`config.mk`:
```
export PLATFORM = sky130hd
export DESIGN_NAME = step_control_flat
export DESIGN_NICKNAME = d
export VERILOG_FILES = /design/src/rtl/step_control_pkg.sv /design/src/rtl/step_control_if.sv /design/src/rtl/step_control_decode.sv /design/src/rtl/step_control.sv /design/src/flat_wrapper.sv
export SDC_FILE = /design/constraint.sdc
export NUM_CORES = 1
export LEC_CHECK = 0
export ABC_AREA = 0
export CORE_AREA = 2 2 94 96
export DETAILED_ROUTE_END_ITERATION = 12
export DIE_AREA = 0 0 96 98
export HOLD_SLACK_MARGIN = 0.06
export PLACE_DENSITY_LB_ADDON = 0.15
export SETUP_SLACK_MARGIN = 0.3
export SYNTH_ARGS = -nofsm -noshare
export SYNTH_HDL_FRONTEND = slang
export SYNTH_SLANG_ARGS = --single-unit
```
`constraint.sdc`:
```
create_clock -name clk -period 2.8 [get_ports clk]
set_input_delay 0.84 -clock clk [delete_from_list [all_inputs] [get_ports clk]]
set_output_delay 0.84 -clock clk [all_outputs]
set_load 0.01 [all_outputs]
```
`src/rtl/step_control_pkg.sv`:
```
// Shared opcode, ALU-op and flag definitions for the step_control block and its decoder.
// The strobe bundle struct carries ungated decode terms from step_decode to the top level.
package step_control_pkg;

  localparam logic [3:0] OP_ALU   = 4'b1000;  // only bit 3 is significant
  localparam logic [3:0] OP_LD    = 4'b0000;
  localparam logic [3:0] OP_ST    = 4'b0001;
  localparam logic [3:0] OP_DATA  = 4'b0010;
  localparam logic [3:0] OP_JMPR  = 4'b0011;
  localparam logic [3:0] OP_JMP   = 4'b0100;
  localparam logic [3:0] OP_JCOND = 4'b0101;
  localparam logic [3:0] OP_CLF   = 4'b0110;

  typedef enum logic [2:0] {
    ALU_ADD = 3'b000,
    ALU_SHR = 3'b001,
    ALU_SHL = 3'b010,
    ALU_NOT = 3'b011,
    ALU_AND = 3'b100,
    ALU_OR  = 3'b101,
    ALU_XOR = 3'b110,
    ALU_CMP = 3'b111
  } alu_op_e;

  localparam int FLAG_C = 3;
  localparam int FLAG_A = 2;
  localparam int FLAG_E = 1;
  localparam int FLAG_Z = 0;

  typedef struct packed {
    logic       bus1;
    logic       e_ram;
    logic       e_acc;
    logic       e_iar;
    logic [3:0] e_reg;
    logic       s_mar;
    logic       s_ir;
    logic       s_iar;
    logic       s_acc;
    logic       s_ram;
    logic       s_tmp;
    logic       s_flags;
    logic [3:0] s_reg;
    alu_op_e    alu_op;
    logic       alu_cin;
    logic       flags_clr;
  } strobes_t;

  // True when more than one stepper bit is set.
  function automatic logic multi_hot(input logic [5:0] v);
    return (v & (v - 6'd1)) != 6'd0;
  endfunction

  function automatic logic [3:0] reg_sel(input logic [1:0] idx);
    return 4'b0001 << idx;
  endfunction

endpackage

```
`src/rtl/step_control_if.sv`:
```
// Bundle of clock phases, stepper, bus/ALU inputs and all decoded strobes around step_control.
// master = upstream clock generator / datapath side, slave = step_control.
interface step_control_if #(
    parameter int WIDTH = 8,
    parameter int CNT_W = 16
);
    logic             clke;
    logic             clks;
    logic [5:0]       step;
    logic [WIDTH-1:0] bus;
    logic             alu_c;
    logic             alu_a;
    logic             alu_e;
    logic             alu_z;

    logic             bus1;
    logic             e_ram;
    logic             e_acc;
    logic             e_iar;
    logic [3:0]       e_reg;
    logic             s_mar;
    logic             s_ir;
    logic             s_iar;
    logic             s_acc;
    logic             s_ram;
    logic             s_tmp;
    logic             s_flags;
    logic [3:0]       s_reg;
    logic [2:0]       alu_op;
    logic             alu_cin;
    logic [WIDTH-1:0] ir;
    logic [3:0]       flags;
    logic [CNT_W-1:0] icount;
    logic             err;

    modport master (
        output clke, clks, step, bus, alu_c, alu_a, alu_e, alu_z,
        input  bus1, e_ram, e_acc, e_iar, e_reg,
        input  s_mar, s_ir, s_iar, s_acc, s_ram, s_tmp, s_flags, s_reg,
        input  alu_op, alu_cin, ir, flags, icount, err
    );

    modport slave (
        input  clke, clks, step, bus, alu_c, alu_a, alu_e, alu_z,
        output bus1, e_ram, e_acc, e_iar, e_reg,
        output s_mar, s_ir, s_iar, s_acc, s_ram, s_tmp, s_flags, s_reg,
        output alu_op, alu_cin, ir, flags, icount, err
    );
endinterface

```
`src/rtl/step_control_decode.sv`:
```
// Purely combinational decode of stepper position, IR and flags into ungated strobe terms.
// A zero or multi-hot step vector yields no terms at all.
module step_decode
    import step_control_pkg::*;
(
    input  logic [5:0] step,
    input  logic [7:0] ir,
    input  logic [3:0] flags,
    output strobes_t   terms
);

    logic [1:0] ra;
    logic [1:0] rb;
    logic [3:0] opc;
    logic       incr;

    assign ra  = ir[3:2];
    assign rb  = ir[1:0];
    assign opc = ir[7:4];

    always_comb begin
        // NOTE: every combinational output gets a default first, so no path can infer a latch.
        terms = '0;
        incr  = 1'b0;
        if (!multi_hot(step)) begin
            if (step[0]) begin
                incr = 1'b1;
            end else if (step[1]) begin
                terms.e_ram = 1'b1;
                terms.s_ir  = 1'b1;
            end else if (step[2]) begin
                terms.e_acc = 1'b1;
                terms.s_iar = 1'b1;
            end else if (opc[3] == OP_ALU[3]) begin
                if (step[3]) begin
                    terms.e_reg = reg_sel(rb);
                    terms.s_tmp = 1'b1;
                end else if (step[4]) begin
                    terms.e_reg   = reg_sel(ra);
                    terms.s_acc   = 1'b1;
                    terms.s_flags = 1'b1;
                    terms.alu_op  = alu_op_e'(opc[2:0]);
                    terms.alu_cin = flags[FLAG_C];
                end else if (step[5] && alu_op_e'(opc[2:0]) != ALU_CMP) begin
                    terms.e_acc = 1'b1;
                    terms.s_reg = reg_sel(rb);
                end
            end else begin
                case (opc)
                    OP_LD, OP_ST: begin
                        if (step[3]) begin
                            terms.e_reg = reg_sel(ra);
                            terms.s_mar = 1'b1;
                        end else if (step[4] && opc == OP_LD) begin
                            terms.e_ram = 1'b1;
                            terms.s_reg = reg_sel(rb);
                        end else if (step[4]) begin
                            terms.e_reg = reg_sel(rb);
                            terms.s_ram = 1'b1;
                        end
                    end
                    OP_DATA: begin
                        if (step[3]) begin
                            incr = 1'b1;
                        end else if (step[4]) begin
                            terms.e_ram = 1'b1;
                            terms.s_reg = reg_sel(rb);
                        end else if (step[5]) begin
                            terms.e_acc = 1'b1;
                            terms.s_iar = 1'b1;
                        end
                    end
                    OP_JMPR: begin
                        if (step[3]) begin
                            terms.e_reg = reg_sel(rb);
                            terms.s_iar = 1'b1;
                        end
                    end
                    OP_JMP: begin
                        if (step[3]) begin
                            terms.e_iar = 1'b1;
                            terms.s_mar = 1'b1;
                        end else if (step[4]) begin
                            terms.e_ram = 1'b1;
                            terms.s_iar = 1'b1;
                        end
                    end
                    OP_JCOND: begin
                        // Step 6 takes the jump target from RAM only when a tested flag is set.
                        if (step[3]) begin
                            incr = 1'b1;
                        end else if (step[4]) begin
                            terms.e_acc = 1'b1;
                            terms.s_iar = 1'b1;
                        end else if (step[5] && (ir[3:0] & flags) != 4'b0000) begin
                            terms.e_ram = 1'b1;
                            terms.s_iar = 1'b1;
                        end
                    end
                    OP_CLF: begin
                        if (step[3]) begin
                            terms.bus1      = 1'b1;
                            terms.s_flags   = 1'b1;
                            terms.flags_clr = 1'b1;
                        end
                    end
                    default: ;
                endcase
            end
        end
        // IAR + 1 into ACC and IAR into MAR: shared by fetch, DATA and JCOND.
        if (incr) begin
            terms.bus1   = 1'b1;
            terms.e_iar  = 1'b1;
            terms.s_mar  = 1'b1;
            terms.s_acc  = 1'b1;
            terms.alu_op = ALU_ADD;
        end
    end

endmodule

```
`src/rtl/step_control.sv`:
```
// Control section: gates decoded terms with the clke/clks phases and holds IR, flags,
// the retired-instruction counter and the sticky step-fault flag.
module step_control
    import step_control_pkg::*;
#(
    parameter int WIDTH = 8,
    parameter int CNT_W = 16
) (
    input  logic           clk,
    input  logic           reset,
    step_control_if.slave  ctl
);

    strobes_t         t;
    logic [WIDTH-1:0] ir_q;
    logic [3:0]       flags_q;
    logic [3:0]       alu_flags;
    logic [CNT_W-1:0] icount_q;
    logic             err_q;
    logic [5:0]       step_q;
    logic             e_gate;
    logic             s_gate;

    step_decode u_decode (
        .step  (ctl.step),
        .ir    (ir_q[7:0]),
        .flags (flags_q),
        .terms (t)
    );

    always_comb begin
        alu_flags         = 4'b0000;
        alu_flags[FLAG_C] = ctl.alu_c;
        alu_flags[FLAG_A] = ctl.alu_a;
        alu_flags[FLAG_E] = ctl.alu_e;
        alu_flags[FLAG_Z] = ctl.alu_z;
    end

    always_ff @(posedge clk or negedge reset) begin
        if (!reset) begin
            ir_q     <= '0;
            flags_q  <= '0;
            icount_q <= '0;
            err_q    <= 1'b0;
            step_q   <= '0;
        end else begin
            // NOTE: sequential state uses non-blocking assignments so every register samples pre-edge values.
            step_q <= ctl.step;
            if (ctl.clks && t.s_ir) begin
                ir_q <= ctl.bus;
            end
            if (ctl.clks && t.s_flags) begin
                flags_q <= t.flags_clr ? 4'b0000 : alu_flags;
            end
            // A step-6 to step-1 transition retires one instruction, however long each step dwells.
            if (step_q[5] && ctl.step[0]) begin
                icount_q <= icount_q + CNT_W'(1);
            end
            if (multi_hot(ctl.step)) begin
                err_q <= 1'b1;
            end
        end
    end

    // NOTE: reset also masks the combinational strobes, so asserting it mid-step silences them at once.
    assign e_gate = reset & ctl.clke;
    assign s_gate = reset & ctl.clks;

    assign ctl.bus1    = e_gate & t.bus1;
    assign ctl.e_ram   = e_gate & t.e_ram;
    assign ctl.e_acc   = e_gate & t.e_acc;
    assign ctl.e_iar   = e_gate & t.e_iar;
    assign ctl.e_reg   = {4{e_gate}} & t.e_reg;

    assign ctl.s_mar   = s_gate & t.s_mar;
    assign ctl.s_ir    = s_gate & t.s_ir;
    assign ctl.s_iar   = s_gate & t.s_iar;
    assign ctl.s_acc   = s_gate & t.s_acc;
    assign ctl.s_ram   = s_gate & t.s_ram;
    assign ctl.s_tmp   = s_gate & t.s_tmp;
    assign ctl.s_flags = s_gate & t.s_flags;
    assign ctl.s_reg   = {4{s_gate}} & t.s_reg;

    assign ctl.alu_op  = reset ? t.alu_op : ALU_ADD;
    assign ctl.alu_cin = reset & t.alu_cin;

    assign ctl.ir      = ir_q;
    assign ctl.flags   = flags_q;
    assign ctl.icount  = icount_q;
    assign ctl.err     = err_q;

endmodule

```
`src/flat_wrapper.sv`:
```
// flat-port wrapper written by rule: the top's interface ports become plain ports
module step_control_flat import step_control_pkg::*;
#(
    parameter int WIDTH = 8,
    parameter int CNT_W = 16
)
  (clk, reset, ctl_clke, ctl_clks, ctl_step, ctl_bus, ctl_alu_c, ctl_alu_a, ctl_alu_e, ctl_alu_z, ctl_bus1, ctl_e_ram, ctl_e_acc, ctl_e_iar, ctl_e_reg, ctl_s_mar, ctl_s_ir, ctl_s_iar, ctl_s_acc, ctl_s_ram, ctl_s_tmp, ctl_s_flags, ctl_s_reg, ctl_alu_op, ctl_alu_cin, ctl_ir, ctl_flags, ctl_icount, ctl_err);
  step_control_if #(.WIDTH(WIDTH), .CNT_W(CNT_W)) ctl_i ();
  input  logic clk;
  input  logic reset;
  input wire logic [$bits(ctl_i.clke)-1:0] ctl_clke;
  input wire logic [$bits(ctl_i.clks)-1:0] ctl_clks;
  input wire logic [$bits(ctl_i.step)-1:0] ctl_step;
  input wire logic [$bits(ctl_i.bus)-1:0] ctl_bus;
  input wire logic [$bits(ctl_i.alu_c)-1:0] ctl_alu_c;
  input wire logic [$bits(ctl_i.alu_a)-1:0] ctl_alu_a;
  input wire logic [$bits(ctl_i.alu_e)-1:0] ctl_alu_e;
  input wire logic [$bits(ctl_i.alu_z)-1:0] ctl_alu_z;
  output wire logic [$bits(ctl_i.bus1)-1:0] ctl_bus1;
  output wire logic [$bits(ctl_i.e_ram)-1:0] ctl_e_ram;
  output wire logic [$bits(ctl_i.e_acc)-1:0] ctl_e_acc;
  output wire logic [$bits(ctl_i.e_iar)-1:0] ctl_e_iar;
  output wire logic [$bits(ctl_i.e_reg)-1:0] ctl_e_reg;
  output wire logic [$bits(ctl_i.s_mar)-1:0] ctl_s_mar;
  output wire logic [$bits(ctl_i.s_ir)-1:0] ctl_s_ir;
  output wire logic [$bits(ctl_i.s_iar)-1:0] ctl_s_iar;
  output wire logic [$bits(ctl_i.s_acc)-1:0] ctl_s_acc;
  output wire logic [$bits(ctl_i.s_ram)-1:0] ctl_s_ram;
  output wire logic [$bits(ctl_i.s_tmp)-1:0] ctl_s_tmp;
  output wire logic [$bits(ctl_i.s_flags)-1:0] ctl_s_flags;
  output wire logic [$bits(ctl_i.s_reg)-1:0] ctl_s_reg;
  output wire logic [$bits(ctl_i.alu_op)-1:0] ctl_alu_op;
  output wire logic [$bits(ctl_i.alu_cin)-1:0] ctl_alu_cin;
  output wire logic [$bits(ctl_i.ir)-1:0] ctl_ir;
  output wire logic [$bits(ctl_i.flags)-1:0] ctl_flags;
  output wire logic [$bits(ctl_i.icount)-1:0] ctl_icount;
  output wire logic [$bits(ctl_i.err)-1:0] ctl_err;
  assign ctl_i.clke = ctl_clke;
  assign ctl_i.clks = ctl_clks;
  assign ctl_i.step = ctl_step;
  assign ctl_i.bus = ctl_bus;
  assign ctl_i.alu_c = ctl_alu_c;
  assign ctl_i.alu_a = ctl_alu_a;
  assign ctl_i.alu_e = ctl_alu_e;
  assign ctl_i.alu_z = ctl_alu_z;
  assign ctl_bus1 = ctl_i.bus1;
  assign ctl_e_ram = ctl_i.e_ram;
  assign ctl_e_acc = ctl_i.e_acc;
  assign ctl_e_iar = ctl_i.e_iar;
  assign ctl_e_reg = ctl_i.e_reg;
  assign ctl_s_mar = ctl_i.s_mar;
  assign ctl_s_ir = ctl_i.s_ir;
  assign ctl_s_iar = ctl_i.s_iar;
  assign ctl_s_acc = ctl_i.s_acc;
  assign ctl_s_ram = ctl_i.s_ram;
  assign ctl_s_tmp = ctl_i.s_tmp;
  assign ctl_s_flags = ctl_i.s_flags;
  assign ctl_s_reg = ctl_i.s_reg;
  assign ctl_alu_op = ctl_i.alu_op;
  assign ctl_alu_cin = ctl_i.alu_cin;
  assign ctl_ir = ctl_i.ir;
  assign ctl_flags = ctl_i.flags;
  assign ctl_icount = ctl_i.icount;
  assign ctl_err = ctl_i.err;
  step_control #(.WIDTH(WIDTH), .CNT_W(CNT_W)) u_core (.clk(clk), .reset(reset), .ctl(ctl_i));
endmodule
```
Yosys cells after proc, flatten, opt, wreduce, memory -nomap -nowiden
Index checks and enable logic that the tools add are counted.
- add/sub/neg operators: 2
- multipliers: 0
- divide/modulo/power cells: 0
- order comparisons: 0
- eq/ne operators: 7
- shift-type cells: 2
- muxes and demuxes: 78
- bitwise gates (word level): 18
- reduce and logical (&&, ||, !) cells: 12
- operators with widths (kind ; number):
    4-bit two-way mux ; 15
    24-bit two-way mux ; 2
    1-bit two-way mux ; 44
    16-bit by 1-bit adder with 16-bit output, second input constant ; 1
    4-bit one-hot mux with 2 select lines ; 2
    1-bit AND ; 14
    14-bit two-way mux ; 1
    13-bit two-way mux ; 1
    4-bit AND ; 3
    4-bit by 3-bit == test with 1-bit output, second input constant ; 3
    9-bit two-way mux ; 1
    4-bit by 2-bit == test with 1-bit output, second input constant ; 2
    2-bit two-way mux ; 4
    1-bit one-hot mux with 4 select lines ; 2
    1-bit by 2-bit left shift with 4-bit output, first input constant ; 2
    7-bit two-way mux ; 1
    6-bit AND ; 1
    1-bit logical AND ; 6
    3-bit two-way mux ; 2
    6-bit two-way mux ; 1
    6-bit nonzero test ; 1
    6-bit by 1-bit subtractor with 6-bit output, second input constant ; 1
    5-bit two-way mux ; 1
    4-bit by 1-bit == test with 1-bit output, second input constant ; 1
    other kinds (6) ; 7
- flip-flop bits (word level): 35
- bits in latches: 0
- RAM bits: 0
- bits in read-only memories: 0
- bits of input ports: 22
- memories: 0

Longest topological paths before layout
- word-level depth: 14
- depth in mapped cells: 6

Hierarchy
From an unflattened synthesis, not the netlist that was laid out.
- cell total of the unflattened synthesis: 248
- area total of the unflattened synthesis: 2178.3 sq um
- modules (own cells, without submodules) (module ; times used ; cells each ; area each (sq um)):
    step_control ; 1 ; 125 ; 1416.4
    step_decode ; 1 ; 123 ; 762.0

Worst setup path after synthesis
OpenSTA, ideal clock, no wires.
- path kind: input-to-output
- start: in ctl_step[1]
- end: out ctl_e_acc
- data arrival time: 2.135 ns
- required time: 1.960 ns
- path slack: -0.175 ns
- stages on the path: 5
- path buffers: 1
- path through: buf_2 > or4_4 > a211oi_1 > nand2_1 > nor3_1
- word-level cells in the longest chain between the ends: 5
- RTL lines (item ; RTL line ; source):
    start: declaration ; flat_wrapper.sv:13 ; input wire logic [$bits(ctl_i.step)-1:0] ctl_step;
    6-bit by 1-bit subtractor with 6-bit output ; step_control_pkg.sv:51 ; return (v & (v - 6'd1)) != 6'd0;
    6-bit AND ; step_control_pkg.sv:51 ;
    6-bit nonzero test ; step_control_pkg.sv:51 ;
    24-bit two-way mux * ; step_control_decode.sv:25 ; if (!multi_hot(step)) begin
    1-bit AND * ; step_control.sv:71 ; assign ctl.e_acc = e_gate & t.e_acc;
    end: declaration ; flat_wrapper.sv:21 ; output wire logic [$bits(ctl_i.e_acc)-1:0] ctl_e_acc;
Every way passes the cells marked *; elsewhere a longest branch is shown, timed or not.

Worst setup path after layout
- start: in ctl_step[3]
- end: out ctl_s_reg[2]
- word-level cells in the longest chain between the ends: 8
- RTL lines (item ; RTL line ; source):
    branches (longest 6 deep; another with 6-bit by 1-bit subtractor with 6-bit output) ; - ;
    24-bit two-way mux * ; step_control_decode.sv:25 ;
    4-bit AND * ; step_control.sv:82 ; assign ctl.s_reg = {4{s_gate}} & t.s_reg;
    end: declaration ; flat_wrapper.sv:31 ; output wire logic [$bits(ctl_i.s_reg)-1:0] ctl_s_reg;
Every way passes the cells marked *.

==> impl_metrics.py <==
metrics = {
    "route": {
        "routedWlPerCell_um": 15.1,
        "vias_per_cell": 4.73,
        "drt_iter0_markers": 52,
        "first_pass_iters": 4,
        "num_vias": 2274,
        "routed_wl_mm": 7.25,
        "drc": 0,
        "ant_nets": 0,
    },
    "logic_synthesis": {
        "synthCells": 223,
        "synth_top_area_cell": "dfrtp_1",
        "synth_warnings": 0,
        "synth_common_cells": "dfrtp_1, a21oi_1, mux2_2",
        "synth_cell_types": 54,
        "synthArstFlopShare": 1.00,
        "yosys-top-cells-area": "dfrtp_1, mux2_2, xnor2_1",
        "synth_edf_count": 0,
        "ys.flop_type": "dfrtp_1",
        "yosysMostFrequentCell": "dfrtp_1",
        "synth_seq_area_share": 0.365,
        "synth_seq_cells": 30,
        "synth.top_cell.area_share": 0.365,
        "syn_area_sq_mm": 0.00205,
        "avgSynthCellArea_sq_um": 9.21,
        "syn-num-nets": 246,
    },
    "final_layout": {
        "layout.cells.non_filler": 481,
        "finish.net_count": 395,
        "n_antenna_cell": 0,
        "drive_gt1_frac": 0.534,
        "syn_to_final_growth_pct": 93.3,
    },
    "die": {
        "dieArea_sq_mm": 0.00941,
        "ios": 74,
        "num_rows": 34,
        "die_w_um": 96,
        "die_h_um": 98,
        "start_util": 0.243,
        "core_sq_mm": 0.00847,
    },
    "grt": {
        "grt_busiest_layer": "met2",
        "grt_first_pass_wirelength_mm": 12.2,
        "first_global_vias": 2374,
        "antenna_found_initial": 0,
        "grt_max_degree": 25,
        "grt_use_total": 0.163,
        "use_met2": 0.270,
        "grt_overflow": 0,
        "use_met1": 0.221,
        "use_met3": 0.0316,
    },
    "timing": {
        "fin_crit_sh": 1.11,
        "fin_hold_ws_ps": 339,
        "max_freq_mhz": 321,
        "finalWorstSetupSlack_ps": -316,
        "setup_tns_ps": -5170,
        "worstMarginPinSlew_ps": 560,
        "slew_violations": 0,
        "hold_violations": 0,
        "fin_skew_ps": 6.93,
        "layout_min_cycle_time_ps": 3120,
        "setup_viol_count_final": 23,
        "relSlewSlack": 0.621,
        "rsz0062_at_grt": "yes",
    },
    "worst_setup_path": {
        "crit_start": "ctl_step[3]",
        "r2r_cells": 5,
        "start_kind": "input port",
        "cp_data_required_time_ps": 1960,
        "r2r_start": "u_core.ctl.ir[5]$_DFFE_PN0P_",
        "path_max_fanout": 5,
        "critical_path_class": "in2out",
        "endpoint_kind": "primary output",
        "crit_arrival_ps": 2280,
    },
    "clock_network": {
        "cts_tree": "done",
        "cts_buffer_depth": 2,
        "hold_buffers": 0,
        "clock_latency_ps": 280,
        "cts-buffers-inserted": 5,
        "clock_sinks": 30,
        "cts.clk_slew.worst_paths_ps": 60,
        "root_buffer": "clkbuf_8",
        "htree_num_levels": 2,
    },
    "power_and_ir_drop": {
        "power.leakage_nw": 1.70,
        "p_per_area_mw_per_mm2": 394,
        "finalPower_mw": 1.56,
        "max-vdd-ir-drop_v": 0.000337,
    },
    "run": {
        "maxCapViolations": 0,
    },
    "min_path": {
        "hold_class": "in2async",
    },
    "status": {
        "outcome": "finished, violations left",
        "violations": "negative setup slack",
    },
    "place": {
        "hpwl_mm": 5.29,
        "place_inst": 444,
        "place_ws_ps": -1170,
        "portBuffers": 73,
        "gp_congestion": 0.822,
    },
}
[what timing repair did]
action / CTS / global route
endpoints found under the hold margin: 0 / 0
setup endpoints to repair: 35 / 23
gates resized for setup: 206 / 13
pin swaps: 33 / 16
gates cloned: 1 / 0
buffers inserted: 23 / 5
[worst max-delay path, stage by stage]
cell	delay (ps)
buf_8	90
buf_6	120
maj3_2	360
buf_6	150
nor3_4	250
o21ai_4	130
nor3b_2	180
buf_2	150
[cell families (layout without fill, tap and decap cells)]
logic type	count (synthesis)	in the layout	share of synthesized area
simple gates	100	100	0.303
fa+ha+maj	2	2	0.0110
xor+xnor	15	15	0.0639
flops	30	30	0.365
buf+inv	21	171	0.0536
compound gates	42	42	0.132
mux	13	13	0.0713
[area by class of cell]
| type | count | area (sq um) |
|---|---|---|
| fillers | 828 | 4490 |
| multi-input cells | 172 | 1560 |
| repair buffers | 157 | 1410 |
| flip-flops and latches | 30 | 752 |
| well taps | 108 | 135 |
| clock buffers | 6 | 82.6 |
| inverters | 6 | 22.5 |
| clock inverters | 2 | 12.5 |
[state kept, by name (all words and copies together), names as in the netlist]
register	cells
u_core.ctl.flags	4
u_core.ctl.icount	16
u_core.ctl.ir	8
u_core.step_q	1
u_core.ctl.err	1
[metal layers]
metal / vias to the layer above / routed length (um)
met5: - / 0
met4: 0 / 72
met3: 7 / 334
met2: 48 / 3650
met1: 1106 / 3190
li1: 1113 / -
[stage by stage]
step,utilization,cell area (sq um)
floorplan,-,2250
global placement,0.404,3420
detailed placement,0.404,3420
CTS,0.456,3860
global route,0.469,3970
finish,0.469,3970
[path summary, 6_finish.rpt]
check	endpoint	slack (ps)
max in group asynchronous	u_core.ctl.ir[6]$_DFFE_PN0P_	1680
min in group clk	u_core.ctl.err$_DFFE_PN0P_	470
setup reg to reg	u_core.ctl.flags[3]$_DFFE_PN0P_	900
hold / removal	u_core.ctl.err$_DFFE_PN0P_	340
hold reg to reg	u_core.ctl.err$_DFFE_PN0P_	470
setup / recovery	ctl_s_reg[2]	-320
[report_power, final]
| group | switching [mW] | leakage [nW] | internal, mW |
|---|---|---|---|
| Combinational | 0.276 | 1.26 | 0.351 |
| Clock | 0.174 | 0.0472 | 0.197 |
| Sequential | 0.0698 | 0.393 | 0.495 |
| Total | 0.520 | 1.70 | 1.04 |
[cells in the final DEF (no fill, tap or decap), types with 3 or more instances in the layout]
cell type and n:
buf_6 26, buf_4 66, a21oi_4 8, nor2b_1 4, nand3_1 7, nand4bb_1 3, a21oi_1 3, a21oi_2 3
buf_12 3, inv_1 6, and2_4 5, a22oi_1 3, nor3_2 9, buf_2 16, nand2b_1 3, or2_4 3
buf_8 4, nand3b_1 8, clkbuf_8 6, nand2_1 9, xor2_1 5, mux2_2 13, dfrtp_1 29, o21ai_0 7
or3_4 3, and3_1 6, xnor2_1 10, nor2_1 8, a211oi_2 3, clkdlybuf4s50_1 42
(Power assumes the default switching activity.)
==> RTL edit 1 (same settings) <==
Make the reset (`reset`) synchronous in one clocked block.
--- a/src/rtl/step_control.sv
+++ b/src/rtl/step_control.sv
@@ -37,5 +37,5 @@
     end
 
-    always_ff @(posedge clk or negedge reset) begin
+    always_ff @(posedge clk) begin
         if (!reset) begin
             ir_q     <= '0;
Formal check against the unedited RTL: differs if reset is asserted again (counterexample within 4 cycles, from zero or initial values and one cycle with reset low); with reset held inactive, the same outputs for 10 cycles.
==> RTL edit 1 against the unedited design <==
The run still ends with setup timing left; synthesized cell count grew 16%; maximum frequency grew 0.95%; count of clock-buffer cells in the layout is the same; sequential cell count is the same; worst setup slack gained 29 ps; sequential share of layout area shrank 4.3 points; final area grew 3.7%; wire length grew 13%; area after synthesis grew 1.3%; critical path type unchanged.
Power is not compared: it rests on default switching activity, and its combinational part moved more than twofold at a synthesized area within 25%.
==> RTL edit 1: results (changes against the unedited design) <==
IO Port Bufs=73 (unchanged); CP Max Fanout=5 (unchanged); Arrival @ worst endpoint=2250 ps (-30 ps); Crit path max-delay family=buffers and inverters; Synth async-reset ratio=0% (-100 points); sequential area share after synthesis=28.85% (-7.7 points); Clock transition at path regs=70 ps; 1st-pass router iterations=4 (unchanged); # setup viols final=21 (-8.7%); first-pass GRT wire length=13090 um (+7.2%); max FFs per register=16 (unchanged); Slowest-stage cell, CP=maj3_2; status=finished with violations; final net count=437 (+11%); # diodes=0 (unchanged); PnR worst setup slack=-287.0 ps (+29.31 ps); R2R Setup Slk=1080 ps (+180 ps); Setup WS pre-CTS=-1159 ps (+8.800 ps); Detailed Place HPWL=5951 um (+12%); Rel. slew slack=69.25% (+7.1 points); Post-Syn Nets=281 (+14%); share of layout cells above drive strength 1=43.61% (-9.7 points); H-tree depth=2 (unchanged); clk_lat worst skew=280 ps (about the same); initial antenna violation count=0 (unchanged); Area contributors post-synth=dfxtp_1 29%, mux2i_1 6.7%, nor2_1 5.2%, nand2_1 4.0%, xor2_1 3.8%; most frequent cells after synthesis=30 x dfxtp_1, 29 x nor2_1, 22 x nand2_1; total negative slack=-3847 ps (+1321 ps); total number of vias=2589 (+14%); gpl congestion=0.8166 (-0.62%); peak supply drop=0.2107 mV; cts bufs inserted=5 (unchanged); largest net degree at the start of global routing=21 (-16%); Syn. warnings=0 (unchanged); Clock Tree Buf Depth=2 (unchanged); Hold Crit Class=register to register; Fin Clk Skew=9.717 ps (+2.784 ps); Synth cell types=64 (+19%); violated checks=setup timing; Layout fillers=800 (-3.4%); Clock Root Buffer=clkbuf_8; Avg WL per Cell=15.66 um (+3.9%); Crit path largest cell delay=330 ps (-30 ps); GR Util All Layers=17.43% (+1.1 points); DRC marker count from the first detailed-route iteration=53 (+1.9%); Switching Share=27.25%; P_leak=1.719 nW
RTL edit 1: worst min-delay path, cell delays in order, from the launching register on:
cell	delay [ps]
dfxtp_1	330
nand2_1	60
mux2i_1	50
RTL edit 1: through the flow:
step	cells	area [um2]	util (%)	hold WS [ps]
after global placement	480	3553	41.97	454.3
after detailed placement	480	3553	41.97	467.3
after CTS	517	3971	46.91	479.4
final	523	4116	48.63	482.7
after floorplan	258	2321	-	486.3
after global routing	523	4116	48.63	505.8
RTL edit 1: final cells by class:
cell class / count / area share (%)
clock buffer: 6 / 2.006
multi-input combinational: 200 / 42.80
clock inverter: 2 / 0.3040
timing repair buffer: 167 / 36.11
tap: 108 / 3.283
sequential: 30 / 14.59
inverter: 10 / 0.9119
RTL edit 1: repair_timing:
action / CTS / global route
setup endpoints to repair: 25 / 31
gates resized for setup: 174 / 19
buffers inserted: 28 / 6
cloned: 1 / 0
endpoints found under the hold margin: 0 / 0
pin swaps: 31 / 20
RTL edit 1: cells by family after synthesis:
| group | Yosys count | share of synthesized area, % |
|---|---|---|
| compound gates | 55 | 19.59 |
| xor+xnor | 10 | 4.207 |
| fa+ha+maj | 3 | 1.622 |
| buf+inv | 29 | 6.731 |
| flops | 30 | 28.85 |
| mux | 14 | 6.731 |
| simple gates | 117 | 32.27 |
RTL edit 1: path summary, 6_finish.rpt:
check                                     startpoint                                 end  cells past startpoint
setup / recovery                         ctl_step[1]                           ctl_s_acc                      8
hold / removal    u_core.ctl.icount[15]$_SDFFE_PN0P_  u_core.ctl.icount[15]$_SDFFE_PN0P_                      2
setup reg to reg       u_core.ctl.ir[6]$_SDFFE_PN0P_    u_core.ctl.flags[1]$_SDFFE_PN0P_                      6
hold reg to reg   u_core.ctl.icount[15]$_SDFFE_PN0P_  u_core.ctl.icount[15]$_SDFFE_PN0P_                      2
RTL edit 1: power by group through the flow:
stage / Sequential, W / Clock (W) / Combinational, W
finish: 0.000434 / 0.000369 / 0.000219
global route: 0.000434 / 0.000394 / 0.000232
CTS: 0.000433 / 0.000377 / 0.000205
detailed placement: 0.000443 / 0 / 0.000163
global placement: 0.000443 / 0 / 0.000163
floorplan: 0.000443 / 0 / 0.0000784
RTL edit 1: metal layers:
metal  share of wire (%)  track usage (%)
met1                  43            21.94
met5                   0                0
met3                 4.5            3.009
met4                0.59            3.297
met2                  51            30.88
==> RTL edit 2 (same flow settings) <==
Without the edit above. `WIDTH` is set to 8 in 3 places; all go to 9.
--- a/src/rtl/step_control_if.sv
+++ b/src/rtl/step_control_if.sv
@@ -2,5 +2,5 @@
 // master = upstream clock generator / datapath side, slave = step_control.
 interface step_control_if #(
-    parameter int WIDTH = 8,
+    parameter int WIDTH = 9,
     parameter int CNT_W = 16
 );
--- a/src/rtl/step_control.sv
+++ b/src/rtl/step_control.sv
@@ -4,5 +4,5 @@
     import step_control_pkg::*;
 #(
-    parameter int WIDTH = 8,
+    parameter int WIDTH = 9,
     parameter int CNT_W = 16
 ) (
--- a/src/flat_wrapper.sv
+++ b/src/flat_wrapper.sv
@@ -2,5 +2,5 @@
 module step_control_flat import step_control_pkg::*;
 #(
-    parameter int WIDTH = 8,
+    parameter int WIDTH = 9,
     parameter int CNT_W = 16
 )
Interface: changed (resized ctl_bus and ctl_ir); port bits go from 74 to 76. The function was not compared with the original's and may differ.
==> RTL edit 2 against the unedited design <==
The flow still finishes with violations (setup timing); power grew 16%; final area down 1.6%; worst setup slack better by 4.0 ps; die area did not move; sequential cell count increased by 1; synthesized cell count grew 0.45%; area after synthesis up 0.85%; wire length increased by 3.8%; count of clock-buffer cells in the layout did not move; via count shrank 0.79%; critical path type unchanged; critical endpoint is now ctl_s_acc; largest cell class unchanged.
==> RTL edit 2: results (changes against the unedited design) <==
status=finished with violations; violated checks=setup timing; total negative slack=-5607 ps (-438.2 ps); cts bufs inserted=5 (unchanged); # setup viols final=23 (unchanged); IO Port Bufs=75 (+2.7%); met2 Track Usage GR=26.71% (-0.27 points); Post-Syn Nets=248 (+0.81%); share of layout cells above drive strength 1=52.03% (-1.3 points); Crit path max-delay family=simple AND/OR/NAND/NOR gates; Setup WS pre-CTS=-1203 ps (-35.14 ps); R2R Path Start=u_core.ctl.ir[4]$_DFFE_PN0P_; Slowest-stage cell, CP=or4_4; DRT met1 WL=3338 um (+4.7%); DRC marker count from the first detailed-route iteration=60 (+15%); Detailed Place HPWL=5619 um (+6.2%); total length of routed met3 wires=393 um (+18%); Crit path largest cell delay=560 ps (+200 ps); sequential area share after synthesis=37.44% (+0.90 points); Clock Root Buffer=clkbuf_8; vias per inst=4.730 (about the same); P_leak=1.679 nW (-1.5%); 1st-pass router iterations=5 (+1); initial antenna violation count=0 (unchanged); Avg WL per Cell=15.77 um (+4.6%); Seq pwr share=33.7% (-2.4 points); vias in the first global route=2386 (+0.51%); gpl congestion=0.8383 (+2.0%); most frequent cells after synthesis=31 x dfrtp_1, 14 x mux2_2, 14 x nand2_1; GR Layer Usage met3=3.627% (+0.46 points); net switching power=0.0006370 W (+23%); final net count=393 (-0.51%); Synth cell types=49 (-9.3%); peak supply drop=0.3592 mV (+6.7%); GR Util All Layers=16.55% (+0.23 points); PnR worst setup slack=-312.2 ps (+4.018 ps); internal power=0.001184 W (+13%); Fin Clk Skew=8.257 ps (+1.324 ps); combinational gate power=0.000855 W (+36%); Rel. slew slack=75.52% (+13 points); Arrival @ worst endpoint=2270 ps; CP Launch Point=ctl_step[5]
==> RTL edit 2: worst paths after layout <==
check	cells past startpoint	endpoint	slack, ps
max reg2reg	5	u_core.ctl.flags[0]$_DFFE_PN0P_	1060
min in group clk	1	u_core.ctl.icount[15]$_DFFE_PN0P_	470
max in group asynchronous	2	u_core.ctl.ir[6]$_DFFE_PN0P_	1870
min reg2reg	1	u_core.ctl.icount[15]$_DFFE_PN0P_	470
max	7	ctl_s_acc	-310
min	1	u_core.ctl.ir[3]$_DFFE_PN0P_	390
==> RTL edit 2: cells by family after synthesis <==
group | share of synthesized area, %
buffers and inverters | 4.831
AOI/OAI and AO/OA | 11.78
and+or+nand+nor | 30.43
DFF | 37.44
muxes | 7.609
adders and majority gates | 1.570
xor gates and xnor gates | 6.341
==> RTL edit 2: area by class of cell <==
type / count / area [um2]
flip-flops and latches: 31 / 775.7
fillers: 831 / 4557
clock inverters: 1 / 5.005
clock buffers: 6 / 82.58
well taps: 108 / 135.1
repair buffers: 155 / 1321
multi-input cells: 172 / 1574
inverters: 4 / 15.01
==> RTL edit 2: what timing repair did <==
action,in CTS,in global routing
gates resized for setup,163,14
gates cloned,1,0
buffers inserted,13,4
hold buffers,0,0
endpoints found under the setup margin,36,23
pin swaps,24,15
==> RTL edit 2: metrics by stage <==
step / cells / utilization, % / hold WS [ps] / instance area (um2)
2_1_floorplan: 224 / - / 503.9 / 2325
3_3_place_gp: 452 / 42.08 / 473.4 / 3562
3_5_place_dp: 452 / 42.08 / 470.9 / 3562
4_1_cts: 473 / 45.00 / 385.4 / 3810
5_1_grt: 477 / 46.17 / 389.2 / 3909
6_report: 477 / 46.17 / 389.0 / 3909
